$ cat src/rtl/pc_gen.sv
// Program-counter generator for instruction fetch: issues pc/ce to instruction
// memory over a req/ack handshake, handles stall, branch, flush and misalignment.
module pc_gen #(
    parameter int unsigned          ADDR_W     = 32,
    parameter logic [ADDR_W-1:0]    RESET_VEC  = '0,
    parameter int unsigned          INC        = 4,
    parameter int unsigned          ALIGN_BITS = 2
) (
    input  logic              clk,
    input  logic              rst,
    input  logic              stall,
    input  logic              branch_flag,
    input  logic [ADDR_W-1:0] branch_target,
    input  logic              flush,
    input  logic [ADDR_W-1:0] new_pc,
    input  logic              inst_ack,
    output logic              ce,
    output logic [ADDR_W-1:0] pc,
    output logic              inst_req,
    output logic              addr_err
);

    typedef enum logic {IDLE, RUN} state_t;

    typedef struct packed {
        state_t            state;
        logic              ce;
        logic [ADDR_W-1:0] pc;
        logic              pend_valid;
        logic [ADDR_W-1:0] pend_target;
    } regs_t;

    localparam logic [ADDR_W-1:0] INC_V = ADDR_W'(INC);

    regs_t cur, nxt;

    // Alignment check; a zero ALIGN_BITS means every address is legal.
    generate
        if (ALIGN_BITS == 0) begin : g_no_align
            assign addr_err = 1'b0;
        end else begin : g_align
            assign addr_err = cur.ce && (cur.pc[ALIGN_BITS-1:0] != '0);
        end
    endgenerate

    assign ce       = cur.ce;
    assign pc       = cur.pc;
    assign inst_req = cur.ce && !addr_err;

    always_comb begin
        nxt = cur;
        unique case (cur.state)
            IDLE: begin
                nxt.state = RUN;
                nxt.ce    = 1'b1;
            end
            RUN: begin
                if (flush) begin
                    nxt.pc         = new_pc;
                    nxt.pend_valid = 1'b0;
                end else if (addr_err || stall || !inst_ack) begin
                    // Fetch blocked: remember the newest branch for later.
                    if (branch_flag) begin
                        nxt.pend_valid  = 1'b1;
                        nxt.pend_target = branch_target;
                    end
                end else begin
                    if (branch_flag)
                        nxt.pc = branch_target;
                    else if (cur.pend_valid)
                        nxt.pc = cur.pend_target;
                    else
                        nxt.pc = cur.pc + INC_V;
                    nxt.pend_valid = 1'b0;
                end
            end
            default: nxt.state = IDLE;
        endcase
    end

    always_ff @(posedge clk) begin
        if (rst) begin
            cur.state       <= IDLE;
            cur.ce          <= 1'b0;
            cur.pc          <= RESET_VEC;
            cur.pend_valid  <= 1'b0;
            cur.pend_target <= '0;
        end else begin
            cur <= nxt;
        end
    end

endmodule

$ cat config.mk
export PLATFORM = sky130hd
export DESIGN_NAME = pc_gen
export DESIGN_NICKNAME = d
export VERILOG_FILES = /design/src/rtl/pc_gen.sv
export SDC_FILE = /design/constraint.sdc
export NUM_CORES = 1
export LEC_CHECK = 0
export BUFFER_PORTS_ARGS = -buffer_cell sky130_fd_sc_hd__buf_2
export CAP_MARGIN = 25
export CORE_AREA = 5 5 161 101
export CTS_BUF_LIST = sky130_fd_sc_hd__clkbuf_4 sky130_fd_sc_hd__clkbuf_8
export CTS_CLUSTER_SIZE = 40
export DETAILED_ROUTE_END_ITERATION = 8
export DIE_AREA = 0 0 166 106
export MAX_ROUTING_LAYER = met4
export PLACE_DENSITY = 0.59
export SYNTH_ARGS = -nofsm -noshare
export SYNTH_HDL_FRONTEND = slang
export SYNTH_SLANG_ARGS = --single-unit
$ cat constraint.sdc
create_clock -name clk -period 1.7 [get_ports clk]
set_input_delay 0.34 -clock clk [delete_from_list [all_inputs] [get_ports clk]]
set_output_delay 0.34 -clock clk [all_outputs]
set_load 0.05 [all_outputs]
* Word-level counts from Yosys, hierarchy flattened
Cells that the tools add are included.
** Storage, ports and cells
- Word-level logic and storage cells :: 25
- Input port bits :: 70
- ROM bits :: 0
- Flip-flop bits (word level) :: 67
- Bits in writable memories :: 0
- Memories :: 0
- Bits in latches :: 0
- Output and inout bits :: 35
** Cells by class
- Equal/unequal tests :: 2
- Muxes and demuxes :: 6
- Shifts and indexed selects :: 0
- $lt $le $gt $ge :: 0
- $mul :: 0
- Reductions and logical operators :: 10
- Divide/modulo/power cells :: 0
- Add/sub/neg operators :: 1
- Bitwise gates (word level) :: 1
** Operators with widths (number)
- $mux 32 :: 3
- $mux 33 :: 2
- $add 32x3->32 const B :: 1
- $reduce_and 2->1 :: 2
- $reduce_and 4->1 :: 1
- $ne 3x3->1 const B :: 1
- $logic_and 1x1->1 :: 2
- $logic_not 1->1 :: 2
- $logic_or 1x1->1 :: 2
- $ne 2x2->1 const B :: 1
- $reduce_bool 2->1 :: 1
- $mux 1 :: 1
- $not 1->1 :: 1

* Depth between registers and ports, before layout
- Depth in word-level cells :: 6
- Mapped depth :: 7
- Gate-level depth less buffers :: 6

* Worst setup path before layout
Ideal clock, no wire load.
- Path type :: reg2out
- Start :: reg ce (netlist name)
- End :: out inst_req
- Required time :: 1.360 ns
- Cell stages (with the launch flop) :: 3
- Data arrival time :: 1.839 ns
- Path slack :: -0.479 ns
- Buffers on the path :: 0
- Path through :: dfxtp_1 inv_1 nor3_1
** Between the ends
- Cells in the longest elaborated chain, start to end :: 3
** RTL lines
- $logic_and 1x1->1 :: line 42 : assign addr_err = cur.ce && (cur.pc[ALIGN_BITS-1:0] != '0);
- $logic_not 1->1 :: line 48 : assign inst_req = cur.ce && !addr_err;
- $logic_and 1x1->1 * :: line 48
- end: declaration :: line 19 : output logic inst_req,
Every way passes the cells marked *; elsewhere a longest branch is shown, timed or not.

* Final worst setup path
- Start :: reg pc[2] (netlist name)
- End :: reg pc[27] (netlist name)
** Between the ends
- Cells in the longest elaborated chain, start to end :: 5
** RTL lines
- $add 32x3->32 :: line 73 : nxt.pc = cur.pc + INC_V;
- $mux 32 :: line 70 : else if (cur.pend_valid)
- $mux 32 :: line 68 : if (branch_flag)
- $mux 32 :: line 61 : end else if (addr_err || stall || !inst_ack) begin
- $mux 33 :: line 58 : if (flush) begin
No other way between the ends. The select of a mux whose other input is x is not followed.
A chain may end at the register's enable or synchronous reset.

==> impl_metrics.json <==
{
  "relSlewSlack": 0.618,
  "clock-sinks": 67,
  "vias_per_cell": 5.20,
  "p_int_mw": 2.65,
  "power.density_mw_per_mm2": 727,
  "die_h_um": 106,
  "core_area_mm2": 0.0148,
  "fill_cells": 1563,
  "netlist_area_mm2": 0.00429,
  "routed-via-count": 4681,
  "place_hpwl_mm": 12.0,
  "synthesis.instances": 575,
  "setup_slack_ns": 0.0726,
  "drtPass1Iterations": 5,
  "p_leak_nw": 2.27,
  "placed_area_mm2": 0.00529,
  "skew_ns": 0.00968,
  "htree_levels": 3,
  "routed_wl_mm": 15.8,
  "port_buffers": 104,
  "path_max_fanout": 4,
  "syn_area_per_cell_um2": 7.47,
  "crit_required_ns": 1.98,
  "cts_tree": "yes",
  "ys.flop_type": "dfxtp_1",
  "fin_crit_ns": 1.63,
  "critPathKind": "reg -> reg",
  "fin_total_pwr_mw": 4.04,
  "n_antenna_cell": 0,
  "finalSetupTns_ns": 0,
  "drtAntennaViolNets": 0,
  "setup_violations": 0,
  "clock_latency_ns": 0.35,
  "syn_to_final_growth_pct": 29.3,
  "gp_congestion": 0.914,
  "async_flop_share": 0,
  "fin_nets": 765,
  "grt_max_degree": 49,
  "yosys_warnings": 0,
  "grt_overflow": 0,
  "hp-class": "in -> reg",
  "hold_viol_final": 0,
  "start_util": 0.289,
  "yosysUniqueCellTypes": 64,
  "r2r_end": "pc[27]",
  "antenna_found_initial": 0,
  "worstHoldEndpoint": "cur[24]",
  "r2r_slack_ns": 0.07,
  "synth-edff-count": 0,
  "fin_crit_sh": 0.957,
  "switching_share": 0.344,
  "rows": 35,
  "holdPathStages": 3,
  "numCtsBuffers": 9,
  "place_ws_ns": -0.106,
  "hold_path_startpoint": "branch_target[24]",
  "worstSetupStartpointType": "flip-flop",
  "fmaxAchievable_ghz": 0.614,
  "peakVddDrop_mv": 0.360,
  "drc": 0,
  "yosysSeqAreaShare": 0.312,
  "synth_nets": 646,
  "grt_pass1_wl_mm": 24.1,
  "rsz0062_at_grt": "true",
  "fp.dieW_um": 166,
  "stdcell_area_mm2": 0.00555,
  "cts-root-buf": "clkbuf_8",
  "p_clk_frac": 0.298,
  "final_common_cell": "buf_2",
  "rr_worst_depth": 5,
  "pwr-share-seq": 0.423,
  "crit_arrival_ns": 1.91,
  "drtIter0Drc": 514,
  "fin_hold_ws_ns": 0.233,
  "drv_slew": 0,
  "tightest_slew_ns": 0.573,
  "dieArea_mm2": 0.0176,
  "ioPinCount": 105,
  "grt_pass1_vias": 4163,
  "ys_ff_latch": 67,
  "drive_above_1_share": 0.327,
  "p_switching_mw": 1.39,
  "combPwrFrac": 0.279,
  "clk_pin_slew_worst_paths_ns": 0.07,
  "final_cell_mix": "buf_2 (104), nand2_1 (101), a21oi_1 (77)",
  "status": "finished clean",
  "critPathCaptureType": "flip-flop",
  "cts_buffer_depth": 2,
  "r2r-start": "pc[2]",
  "cap_viol_max_count": 0,
  "wl_per_cell_um": 17.5,
  "grt_usage": 0.177
}
==> worst max path at each step <==
stage | slack (ns) | end | startpoint
floorplan | 0.05 | pc[15] | ce
global placement | -0.04 | pc[31] | branch_flag
detailed placement | -0.11 | pc[31] | branch_flag
CTS | 0.0009 | pc[6] | pc[2]
global route | -0.03 | pc[29] | pc[19]
finish | 0.07 | pc[27] | pc[2]
==> per-layer routing <==
metal | part of all wire | vias to the layer above | track usage
li1 | - | 2275 | -
met1 | 0.53 | 2179 | 0.289
met2 | 0.38 | 210 | 0.216
met3 | 0.080 | 17 | 0.0372
met4 | 0.0086 | 0 | 0.0283
met5 | 0 | - | -
==> cells in the mapped netlist, types with 4 or more instances <==
cell	instances	share of area
xnor2_1	8	0.016
o211ai_1	7	0.012
a211oi_1	4	0.0070
nand2b_1	9	0.013
o32ai_1	4	0.0082
and3_1	6	0.0087
a31oi_1	6	0.0087
nand4_1	6	0.0087
nand3b_1	11	0.019
dfxtp_1	67	0.31
buf_4	34	0.059
a32o_1	4	0.0093
and4_1	6	0.012
nor2_1	27	0.024
nor3b_1	4	0.0070
o21ai_0	19	0.022
o22ai_1	8	0.012
a21oi_1	77	0.090
mux2i_1	17	0.040
inv_1	10	0.0087
buf_1	5	0.0044
nand2_1	101	0.088
nand3_1	20	0.023
nor3_1	8	0.0093
buf_2	6	0.0070
clkbuf_1	30	0.026
nor2b_1	5	0.0073
==> cells by family (layout without fill, tap and decap cells) <==
logic type                 Yosys count  in the layout  synth area share
buffers and inverters               87            210             0.109
AOI/OAI and AO/OA                  166            166             0.243
muxes                               19             19            0.0449
and+or+nand+nor                    224            224             0.265
xor gates and xnor gates            11             11            0.0224
DFF                                 67             67             0.312
adders and majority gates            1              1           0.00291
==> layout make-up <==
class / count / area [µm²] / share of cell area
Inverter: 11 / 41.3 / 0.00744
Tap cell: 203 / 254 / 0.0458
Sequential cell: 67 / 1350 / 0.243
Timing Repair Buffer: 184 / 1170 / 0.211
Multi-Input combinational cell: 421 / 2570 / 0.463
Clock buffer: 12 / 153 / 0.0275
Clock inverter: 3 / 15.0 / 0.00271
==> what timing repair did <==
| action | CTS | global route |
|---|---|---|
| hold buffers | 0 | 0 |
| buffers inserted | 2 | 0 |
| endpoints found under the hold margin | 0 | 0 |
| cloned | 0 | 0 |
| pin swaps | 2 | 1 |
| endpoints found under the setup margin | 3 | 30 |
| resized for setup | 5 | 21 |
==> power groups by stage <==
stage | clock, mW | sequential (mW) | combinational [mW]
after global routing | 1.30 | 1.72 | 1.20
after detailed placement | 0 | 1.74 | 1.10
final | 1.20 | 1.71 | 1.12
after global placement | 0 | 1.74 | 1.10
after CTS | 1.24 | 1.70 | 1.10
after floorplan | 0 | 1.76 | 0.677
==> state kept, by name (all words and copies together) (netlist names) <==
name / flops
cur: 34
pc: 32
ce: 1
==> critical path, stage by stage (launching register included) <==
cell and delay [ns]:
dfxtp_1 0.40, and2_2 0.24, and4_2 0.29, nand2_1 0.14, o41a_1 0.34, o22ai_1 0.14
==> stage by stage <==
stage           util  instances
2_1_floorplan      -        575
3_3_place_gp   0.356        884
3_5_place_dp   0.356        884
4_1_cts        0.370        901
5_1_grt        0.374        901
6_report       0.374        901
(Power assumes the default switching activity.)
